## src/rtl/a_lock_sequencer_pkg.sv

```systemverilog
// a_lock_pkg: shared state encoding, keypad command codes and digit-count width for the lock sequencer
package a_lock_pkg;
  typedef enum logic [2:0] {S_IDLE, S_ENTRY, S_WAIT_CHK, S_UNLOCK, S_PROG, S_LOCKOUT} state_t;
  localparam logic [3:0] KEY_CLR = 4'hA;
  localparam logic [3:0] KEY_ENT = 4'hB;
  localparam logic [3:0] KEY_PROG = 4'hC;
  localparam int DCNT_W = 3;
endpackage

```

## src/rtl/a_lock_sequencer_if.sv

```systemverilog
// a_lock_sequencer_if: keypad/checker bus; master = keypad+checker side, slave = sequencer (keys, compare handshake, lock status)
interface a_lock_sequencer_if;
  import a_lock_pkg::*;
  logic key_valid;
  logic [3:0] key_code;
  logic check_valid;
  logic check_match;
  logic [15:0] pw_entry;
  logic check_req;
  logic [15:0] stored_pw;
  logic unlock;
  logic lockout;
  logic [2:0] err_cnt;
  logic [DCNT_W-1:0] digit_cnt;
  logic prog_done;
  modport master (
    output key_valid, key_code, check_valid, check_match,
    input pw_entry, check_req, stored_pw, unlock, lockout, err_cnt, digit_cnt, prog_done
  );
  modport slave (
    input key_valid, key_code, check_valid, check_match,
    output pw_entry, check_req, stored_pw, unlock, lockout, err_cnt, digit_cnt, prog_done
  );
endinterface

```

## src/rtl/a_lock_sequencer_timer.sv

```systemverilog
// a_lock_timer: loadable down-counter; clk/reset, load+value reload it, expire flags the last counted cycle
module a_lock_timer #(
  parameter int W = 8
) (
  input  logic         clk,
  input  logic         reset,
  input  logic         load,
  input  logic [W-1:0] value,
  output logic         expire
);
  logic [W-1:0] cnt_q;
  always_ff @(posedge clk) begin
    if (reset) cnt_q <= '0;
    else if (load) cnt_q <= value;
    else if (cnt_q != '0) cnt_q <= cnt_q - 1'b1;
  end
  assign expire = cnt_q == W'(1);
endmodule

```

## src/rtl/a_lock_sequencer.sv

```systemverilog
// a_lock_sequencer: keypad code sequencer; clk/reset plus bus (keys, compare handshake, stored password, lock status)
module a_lock_sequencer
  import a_lock_pkg::*;
#(
  parameter logic [15:0] DEFAULT_PW = 16'h1234,
  parameter int MAX_ERRORS = 3,
  parameter int UNLOCK_CYCLES = 50_000_000,
  parameter int LOCKOUT_CYCLES = 500_000_000,
  parameter int ENTRY_TIMEOUT = 250_000_000,
  parameter int CHECK_TIMEOUT = 15
) (
  input logic clk,
  input logic reset,
  a_lock_sequencer_if.slave bus
);
  localparam int MAX_UL = UNLOCK_CYCLES > LOCKOUT_CYCLES ? UNLOCK_CYCLES : LOCKOUT_CYCLES;
  localparam int MAX_EC = ENTRY_TIMEOUT > CHECK_TIMEOUT ? ENTRY_TIMEOUT : CHECK_TIMEOUT;
  // +1 so a power-of-two duration still fits
  localparam int TW = $clog2((MAX_UL > MAX_EC ? MAX_UL : MAX_EC) + 1);
  localparam logic [2:0] MAX_E = 3'(MAX_ERRORS);
  state_t state_q, state_d;
  logic [15:0] pw_q, pw_d, spw_q, spw_d;
  logic [DCNT_W-1:0] dc_q, dc_d;
  logic [2:0] err_q, err_d, err_inc;
  logic req_q, req_d, done_q, done_d, unl_q, lck_q;
  logic tmr_load, tmr_exp, key_ok, is_dig, chk_ok, full, push, clr, fail;
  logic [TW-1:0] tmr_val;
  a_lock_timer #(.W(TW)) u_timer (
    .clk(clk),
    .reset(reset),
    .load(tmr_load),
    .value(tmr_val),
    .expire(tmr_exp)
  );
  assign key_ok = bus.key_valid && bus.key_code <= KEY_PROG;
  assign is_dig = bus.key_valid && bus.key_code <= 4'd9;
  // a response in the request cycle itself is too early to be ours
  assign chk_ok = bus.check_valid && !req_q;
  assign full = dc_q == DCNT_W'(4);
  assign err_inc = err_q >= MAX_E ? MAX_E : err_q + 3'd1;
  always_comb begin
    state_d = state_q;
    pw_d = pw_q;
    dc_d = dc_q;
    err_d = err_q;
    spw_d = spw_q;
    req_d = 1'b0;
    done_d = 1'b0;
    tmr_load = 1'b0;
    tmr_val = TW'(ENTRY_TIMEOUT);
    push = 1'b0;
    clr = 1'b0;
    fail = 1'b0;
    case (state_q)
      S_IDLE: begin
        push = is_dig;
        tmr_load = is_dig;
        state_d = is_dig ? S_ENTRY : S_IDLE;
      end
      S_ENTRY, S_PROG: begin
        tmr_load = key_ok;
        push = is_dig && !full;
        if (key_ok && bus.key_code == KEY_CLR) begin
          clr = 1'b1;
          state_d = S_IDLE;
        end else if (key_ok && bus.key_code == KEY_ENT) begin
          if (state_q == S_PROG) begin
            if (full) begin
              spw_d = pw_q;
              done_d = 1'b1;
              clr = 1'b1;
              state_d = S_IDLE;
            end
          end else if (full) begin
            req_d = 1'b1;
            tmr_val = TW'(CHECK_TIMEOUT);
            state_d = S_WAIT_CHK;
          end else fail = 1'b1;
        end else if (!key_ok && tmr_exp) begin
          clr = 1'b1;
          state_d = S_IDLE;
        end
      end
      S_WAIT_CHK: begin
        if (chk_ok && bus.check_match) begin
          err_d = '0;
          clr = 1'b1;
          tmr_load = 1'b1;
          tmr_val = TW'(UNLOCK_CYCLES);
          state_d = S_UNLOCK;
        end else fail = chk_ok || tmr_exp;
      end
      S_UNLOCK: begin
        if (key_ok && bus.key_code == KEY_CLR) state_d = S_IDLE;
        else if (key_ok && bus.key_code == KEY_PROG) begin
          tmr_load = 1'b1;
          state_d = S_PROG;
        end else if (tmr_exp) state_d = S_IDLE;
      end
      S_LOCKOUT: begin
        if (tmr_exp) begin
          err_d = '0;
          state_d = S_IDLE;
        end
      end
      default: state_d = S_IDLE;
    endcase
    if (push) begin
      pw_d = {pw_q[11:0], bus.key_code};
      dc_d = dc_q + 1'b1;
    end
    if (clr) begin
      pw_d = '0;
      dc_d = '0;
    end
    if (fail) begin
      err_d = err_inc;
      pw_d = '0;
      dc_d = '0;
      tmr_load = err_inc == MAX_E;
      tmr_val = TW'(LOCKOUT_CYCLES);
      state_d = err_inc == MAX_E ? S_LOCKOUT : S_IDLE;
    end
  end
  always_ff @(posedge clk) begin
    if (reset) begin
      state_q <= S_IDLE;
      pw_q <= '0;
      dc_q <= '0;
      err_q <= '0;
      spw_q <= DEFAULT_PW;
      req_q <= 1'b0;
      done_q <= 1'b0;
      unl_q <= 1'b0;
      lck_q <= 1'b0;
    end else begin
      state_q <= state_d;
      pw_q <= pw_d;
      dc_q <= dc_d;
      err_q <= err_d;
      spw_q <= spw_d;
      req_q <= req_d;
      done_q <= done_d;
      unl_q <= state_d inside {S_UNLOCK, S_PROG};
      lck_q <= state_d == S_LOCKOUT;
    end
  end
  assign bus.pw_entry = pw_q;
  assign bus.digit_cnt = dc_q;
  assign bus.err_cnt = err_q;
  assign bus.stored_pw = spw_q;
  assign bus.check_req = req_q;
  assign bus.prog_done = done_q;
  assign bus.unlock = unl_q;
  assign bus.lockout = lck_q;
endmodule
```

## src/flat_wrapper.sv

```systemverilog
// flat-port wrapper written by rule: the top's interface ports become plain ports
module a_lock_sequencer_flat import a_lock_pkg::*;
#(
  parameter logic [15:0] DEFAULT_PW = 16'h1234,
  parameter int MAX_ERRORS = 3,
  parameter int UNLOCK_CYCLES = 50_000_000,
  parameter int LOCKOUT_CYCLES = 500_000_000,
  parameter int ENTRY_TIMEOUT = 250_000_000,
  parameter int CHECK_TIMEOUT = 15
)
  (clk, reset, bus_key_valid, bus_key_code, bus_check_valid, bus_check_match, bus_pw_entry, bus_check_req, bus_stored_pw, bus_unlock, bus_lockout, bus_err_cnt, bus_digit_cnt, bus_prog_done);
  a_lock_sequencer_if bus_i ();
  input logic clk;
  input logic reset;
  input wire logic [$bits(bus_i.key_valid)-1:0] bus_key_valid;
  input wire logic [$bits(bus_i.key_code)-1:0] bus_key_code;
  input wire logic [$bits(bus_i.check_valid)-1:0] bus_check_valid;
  input wire logic [$bits(bus_i.check_match)-1:0] bus_check_match;
  output wire logic [$bits(bus_i.pw_entry)-1:0] bus_pw_entry;
  output wire logic [$bits(bus_i.check_req)-1:0] bus_check_req;
  output wire logic [$bits(bus_i.stored_pw)-1:0] bus_stored_pw;
  output wire logic [$bits(bus_i.unlock)-1:0] bus_unlock;
  output wire logic [$bits(bus_i.lockout)-1:0] bus_lockout;
  output wire logic [$bits(bus_i.err_cnt)-1:0] bus_err_cnt;
  output wire logic [$bits(bus_i.digit_cnt)-1:0] bus_digit_cnt;
  output wire logic [$bits(bus_i.prog_done)-1:0] bus_prog_done;
  assign bus_i.key_valid = bus_key_valid;
  assign bus_i.key_code = bus_key_code;
  assign bus_i.check_valid = bus_check_valid;
  assign bus_i.check_match = bus_check_match;
  assign bus_pw_entry = bus_i.pw_entry;
  assign bus_check_req = bus_i.check_req;
  assign bus_stored_pw = bus_i.stored_pw;
  assign bus_unlock = bus_i.unlock;
  assign bus_lockout = bus_i.lockout;
  assign bus_err_cnt = bus_i.err_cnt;
  assign bus_digit_cnt = bus_i.digit_cnt;
  assign bus_prog_done = bus_i.prog_done;
  a_lock_sequencer #(.DEFAULT_PW(DEFAULT_PW), .MAX_ERRORS(MAX_ERRORS), .UNLOCK_CYCLES(UNLOCK_CYCLES), .LOCKOUT_CYCLES(LOCKOUT_CYCLES), .ENTRY_TIMEOUT(ENTRY_TIMEOUT), .CHECK_TIMEOUT(CHECK_TIMEOUT)) u_core (.clk(clk), .reset(reset), .bus(bus_i));
endmodule
```

## config.mk

```make
export PLATFORM = sky130hd
export DESIGN_NAME = a_lock_sequencer_flat
export DESIGN_NICKNAME = d
export VERILOG_FILES = /design/src/rtl/a_lock_sequencer_pkg.sv /design/src/rtl/a_lock_sequencer_if.sv /design/src/rtl/a_lock_sequencer_timer.sv /design/src/rtl/a_lock_sequencer.sv /design/src/flat_wrapper.sv
export SDC_FILE = /design/constraint.sdc
export NUM_CORES = 1
export LEC_CHECK = 0
export BUFFER_PORTS_ARGS = -buffer_cell sky130_fd_sc_hd__buf_2
export CAP_MARGIN = 20
export CORE_UTILIZATION = 45
export DETAILED_ROUTE_END_ITERATION = 8
export HOLD_SLACK_MARGIN = 0.05
export MAX_ROUTING_LAYER = met4
export PLACE_DENSITY = 0.71
export SYNTH_ARGS = -nofsm -noshare
export SYNTH_HDL_FRONTEND = slang
export SYNTH_SLANG_ARGS = --single-unit
export TNS_END_PERCENT = 30
```

## constraint.sdc

```tcl
create_clock -name clk -period 7.3 [get_ports clk]
set_input_delay 0.73 -clock clk [delete_from_list [all_inputs] [get_ports clk]]
set_output_delay 0.73 -clock clk [all_outputs]
set_load 0.02 [all_outputs]
```

======== Word level (Yosys, flattened, before mapping) ========
Cells that the tools add are included.
word-level totals
  output and inout bits ................... 42
  bits in registers ....................... 74
  latch bits .............................. 0
  bits of input ports ..................... 9
  bits in read-only memories .............. 0
  memories ................................ 0
  memory bits (writable) .................. 0
cells by class
  divide/modulo/power cells ............... 0
  reduce and logical (&&, ||, !) cells .... 24
  $lt $le $gt $ge ......................... 3
  equal/unequal tests ..................... 16
  add/subtract/negate cells ............... 3
  shifts and indexed selects .............. 0
  bitwise gates (word level) .............. 3
  multiplexer cells ....................... 46
  multiply operators ...................... 0
operators by type and width
  kind                     number
  $mux W29                 6
  $pmux W29 S2             1
  $mux W28                 2
  $mux W3                  16
  $eq A29 B1 Y1 const B    1
  $reduce_bool A29 Y1      1
  $sub A29 B1 Y29 const B  1
  $eq A3 B3 Y1 const B     5
  $mux W1                  15
  $pmux W3 S5              1
  $eq A3 B2 Y1 const B     4
  $eq A4 B4 Y1 const B     3
  $logic_and A1 B1 Y1      9
  $le A4 B4 Y1 const B     2
  $add A3 B1 Y3 const B    2
  $ne A3 B1 Y1 const B     2
  $pmux W1 S2              3
  $pmux W3 S2              1
  $reduce_and A5 Y1        1
  $reduce_or A5 Y1         1
  $pmux W1 S4              1
  $reduce_bool A2 Y1       2
  $reduce_or A4 Y1         1
  $eq A3 B1 Y1 const B     1
  9 further kinds          13

======== Logic depth before layout (Yosys ltp) ========
  depth after elaboration ................. 11
  mapped depth ............................ 10
  mapped depth without buffers ............ 8

======== By module ========
From an unflattened synthesis, not the netlist that was laid out.
second synthesis, totals
  cells, all modules ...................... 469
  area, all modules ....................... 3836.2 um^2
by module, submodules not included
  module            cells each  times used  area an instance (um^2)  seq. area each (um^2)
  a_lock_sequencer  248         1           2098.3                   900.9
  a_lock_timer      221         1           1737.9                   580.6

======== Worst setup path after synthesis ========
No wires, ideal clock.
  kind .................................... input to register
  from .................................... in bus_key_code[0]
  to ...................................... reg u_core.u_timer.cnt_q[25]
  arrival ................................. 2451 ps
  setup slack ............................. 4769 ps
  cell stages on the path ................. 8
  path buffers ............................ 2
  cell sequence ........................... clkbuf_1 > nand3b_1 > or4_1 > nand4_1 > nor3_1 > clkbuf_1 > o21ai_0 > a211oi_2
on the way
  word-level cells in the longest chain between the ends .. 8
ends and longest elaborated chain
  what                                                   RTL line                                        RTL
  start: declaration                                     flat_wrapper.sv:16                              input wire logic [$bits(bus_i.key_code)-1:0] bus_key_code;
  $le A4 B4 Y1                                           a_lock_sequencer.sv:35                          assign key_ok = bus.key_valid && bus.key_code <= KEY_PROG;
  $logic_and A1 B1 Y1                                    a_lock_sequencer.sv:35
  $logic_and A1 B1 Y1, on equally long branches          a_lock_sequencer.sv:95, a_lock_sequencer.sv:66
  $mux W1 (tied with other cells)                        a_lock_sequencer.sv:95                          else if (key_ok && bus.key_code == KEY_PROG) begin
  $mux W1 (tied with other cells)                        a_lock_sequencer.sv:94                          if (key_ok && bus.key_code == KEY_CLR) state_d = S_IDLE;
  $pmux W1 S4 (tied with other cells)                    a_lock_sequencer.sv:54                          case (state_q)
  $mux W1 / $mux W29 (equally long branches)             a_lock_sequencer.sv:116                         if (fail) begin
  $mux W29 / $reduce_bool A2 Y1 (equally long branches)  --
  end signal: assignment                                 a_lock_sequencer_timer.sv:14                    else if (load) cnt_q <= value;
  end signal: assignment                                 a_lock_sequencer_timer.sv:15                    else if (cnt_q != '0) cnt_q <= cnt_q - 1'b1;
  end: declaration                                       a_lock_sequencer_timer.sv:11                    logic [W-1:0] cnt_q;
Several ways; a longest one is shown, not always the timed one.
A chain may end at the register's enable or synchronous reset.

======== Final worst setup path ========
  from .................................... reg u_core.u_timer.cnt_q[12]
  to ...................................... reg u_core.u_timer.cnt_q[0]
on the way
  word-level cells in the longest chain between the ends .. 6
ends and longest elaborated chain
  what                                                   RTL line                      RTL
  $eq A29 B1 Y1                                          a_lock_sequencer_timer.sv:17  assign expire = cnt_q == W'(1);
  $logic_or A1 B1 Y1                                     a_lock_sequencer.sv:91        end else fail = chk_ok || tmr_exp;
  $mux W1                                                a_lock_sequencer.sv:85        if (chk_ok && bus.check_match) begin
  $pmux W1 S2                                            a_lock_sequencer.sv:54
  $mux W29 / $mux W1 (equally long branches)             a_lock_sequencer.sv:116
  $mux W29 / $reduce_bool A2 Y1 (equally long branches)  --
Several ways; a longest one is shown, not always the timed one.

==> qor.csv <==
stage;metric;value;unit
finish;fin_cells;576;
yosys;yosysMostFrequentCell;dfxtp_1;
power_and_ir_drop;p_sw_share;35.0;%
global_route;overflow;0;
clock_tree;cts.sinks;74;
yosys;synth_area_per_cell;9.02;um^2
floorplan;fp.dieArea;8830;um^2
clock_tree;clock_latency;360;ps
timing;layout_min_cycle_time;3000;ps
setup_path;rr_endpoint;u_core.u_timer.cnt_q[0];
clock_tree;cts_buffer_depth;2;
floorplan;initial_core_util;46.3;%
clock_tree;cts_resized;0;
drt;drt-total-wl;9.22;mm
min_path;hold_class;reg2reg;
global_route;antenna_found_initial;0;
yosys;synth_area_leaders;dfxtp_1 39%, mux2i_1 7.9%, nor2_1 4.8%;
drt;drc;0;
timing;final.setup.tns;0;ps
global_route;grt_max_degree;58;
timing;max_freq;0.333;GHz
yosys;synth_top_cell_area_share;38.9;%
drt;ant_nets;0;
min_path;min-delay-start;u_core.bus.stored_pw[2];
drt;met2_length;4.29;mm
timing;tightest_slew;1040;ps
drt;top_layer;met4;
timing;rsz0062_at_grt;false;
global_route;grt_first_pass_wirelength;15.8;mm
setup_path;start_kind;flip-flop;
power_and_ir_drop;p_clk_share;28.9;%
drt;wl_met1;4.28;mm
drt;met3_wirelength;519;um
yosys;ys_types;61;
yosys;synth_edf_count;0;
finish;area_delta_synth_final;13.7;%
drt;dr.first_iter.drc_count;256;
setup_path;r2r_slack;4300;ps
min_path;min_to;u_core.bus.stored_pw[2];
clock_tree;post-cts-setup-buffers;0;
setup_path;cp_max_fo;18;
clock_tree;path_clk_slew;80;ps
timing;slew_violations;0;
floorplan;rows;33;
timing;setup_violations;0;
finish;antenna_cells;0;
yosys;ys.flop_type;dfxtp_1;
floorplan;pin_count;51;
power_and_ir_drop;irDropWorstVdd;0.105;mV
yosys;synth_warnings;0;
timing;timing.final.crit_share;41.1;%
placed_design;numPortBuffers;50;
clock_tree;cts_max_level;3;
yosys;synth_cells;422;
finish;fillerInstances;753;
setup_path;path_class;reg2reg;
finish;drive_gt1_share;19.5;%
placed_design;dp_slack;3890;ps
setup_path;crit_required;7500;ps
power_and_ir_drop;leakage;0.00192;uW
job;maxCapViolations;0;
setup_path;critPathCaptureType;flip-flop;
yosys;async_flop_share;0;%
floorplan;core;8220;um^2
clock_tree;numCtsBuffers;9;
setup_path;reg2regPathDepth;6;
yosys;synth-seq-cells;74;
power_and_ir_drop;p_int;727;uW
timing;finalHoldViolCount;0;
yosys;post_synth_instance_area;3810;um^2
timing;worst_slack;4300;ps
drt;via_per_inst;5.86;
setup_path;critical_path_arrival;3200;ps
drt;firstDrtPassIters;5;
yosys;syn_nets;438;
run_status;status;finished, final reports clean;
placed_design;place_inst;560;
drt;num_vias;3376;
min_path;whs_path_depth;1;
placed_design;dpl.hpwl;6.20;mm
yosys;ys_seq_area_share;38.9;%
power_and_ir_drop;combPwrFrac;28.0;%
power_and_ir_drop;seq_power_share;43.1;%
yosys;synth_top_area_cell;dfxtp_1;
clock_tree;cts-hold-fix-buffers;0;
clock_tree;root_buffer;clkbuf_8;
timing;max_slew_margin;30.6;%
clock_tree;cts_tree;done;
timing;clock_skew;8.15;ps
drt;wl_per_cell;16.0;um
power_and_ir_drop;p_sw;391;uW
placed_design;gp_congestion;0.880;
floorplan;die_h;94.0;um
global_route;grt_pass1_vias;3254;
power_and_ir_drop;powerDensity;258;nW/um^2
setup_path;r2r-start;u_core.u_timer.cnt_q[12];
finish;fin_nets;483;
floorplan;die_w;94.0;um
yosys;synthTopCellsByCount;74 x dfxtp_1, 49 x nor2_1, 30 x mux2i_1, 18 x nor3_1, 18 x xor2_1;
global_route;grt_usage;23.6;%
==> worst max path at each step <==
stage	start	to	cells after the start
after global routing	u_core.u_timer.cnt_q[12]	u_core.u_timer.cnt_q[0]	6
final	u_core.u_timer.cnt_q[12]	u_core.u_timer.cnt_q[0]	6
after CTS	u_core.state_q[2]	u_core.bus.pw_entry[6]	6
after global placement	bus_key_code[2]	u_core.bus.pw_entry[14]	7
after floorplan	bus_key_code[0]	u_core.u_timer.cnt_q[25]	8
after detailed placement	bus_key_code[2]	u_core.bus.pw_entry[6]	7
==> layout by cell type (no fill, tap or decap), types with 7 or more instances in the layout <==
| cell type | n |
|---|---|
| nor2_1 | 49 |
| ha_1 | 7 |
| mux2i_1 | 30 |
| o21ai_1 | 10 |
| a211oi_2 | 7 |
| o21ai_0 | 12 |
| and3_1 | 7 |
| nand4_1 | 8 |
| a21oi_1 | 12 |
| clkbuf_8 | 9 |
| inv_1 | 10 |
| dfxtp_1 | 74 |
| nor4_1 | 9 |
| buf_2 | 50 |
| nand2_1 | 16 |
| a211oi_1 | 11 |
| xor2_1 | 18 |
| or3_1 | 7 |
| nand3_1 | 11 |
| xnor2_1 | 9 |
| nor3_1 | 18 |
==> power groups by stage <==
stage | clock [uW] | combinational (uW) | sequential (uW)
finish | 324 | 313 | 482
global route | 345 | 349 | 488
CTS | 333 | 310 | 481
detailed placement | 0 | 307 | 490
global placement | 0 | 300 | 488
floorplan | 0 | 249 | 483
==> metrics by stage <==
stage	instance area, um^2	hold WS, ps	util (%)	power (uW)
final	4330	476	52.7	1120
after global routing	4330	506	52.7	1180
after CTS	4320	477	52.5	1120
after detailed placement	4120	448	50.2	797
after global placement	4120	461	50.2	788
after floorplan	3810	535	-	733
==> cell type report <==
class | instances | area, um^2 | area share (%)
Tap cell | 105 | 131 | 3.03
Sequential cell | 74 | 1480 | 34.2
Inverter | 10 | 37.5 | 0.867
Clock buffer | 9 | 124 | 2.86
Timing Repair Buffer | 54 | 288 | 6.65
Clock inverter | 6 | 67.6 | 1.56
Multi-Input combinational cell | 318 | 2200 | 50.8
==> critical path, stage by stage, from the launching register on <==
cell      delay, ps
dfxtp_1         340
or4_4           590
nor4b_2         430
and4_1          330
o21ai_1         120
a21oi_2         810
a221oi_1        210
==> sequential cells by signal, indices dropped and copies added (netlist names) <==
| signal | flops |
|---|---|
| u_core.bus.digit_cnt | 3 |
| u_core.bus.stored_pw | 16 |
| u_core.bus.check_req | 1 |
| u_core.u_timer.cnt_q | 29 |
| u_core.state_q | 3 |
| u_core.bus.lockout | 1 |
| u_core.bus.pw_entry | 16 |
| u_core.bus.prog_done | 1 |
| u_core.bus.err_cnt | 3 |
| u_core.bus.unlock | 1 |
==> kinds of logic (layout without fill, tap and decap cells) <==
kind of cell,count (synthesis),count (layout),share of synthesized area [%]
and+or+nand+nor,164,164,24.0
xor gates and xnor gates,27,27,6.21
AOI/OAI and AO/OA,90,90,17.3
muxes,30,30,7.89
buffers and inverters,30,79,3.45
adders and majority gates,7,7,2.30
DFF,74,74,38.9
==> metal layers <==
layer,vias to the layer above,track usage [%]
li1,1647,-
met1,1617,29.8
met5,-,-
met2,101,37.5
met3,11,4.85
met4,0,8.21
(Power assumes the default switching activity.)
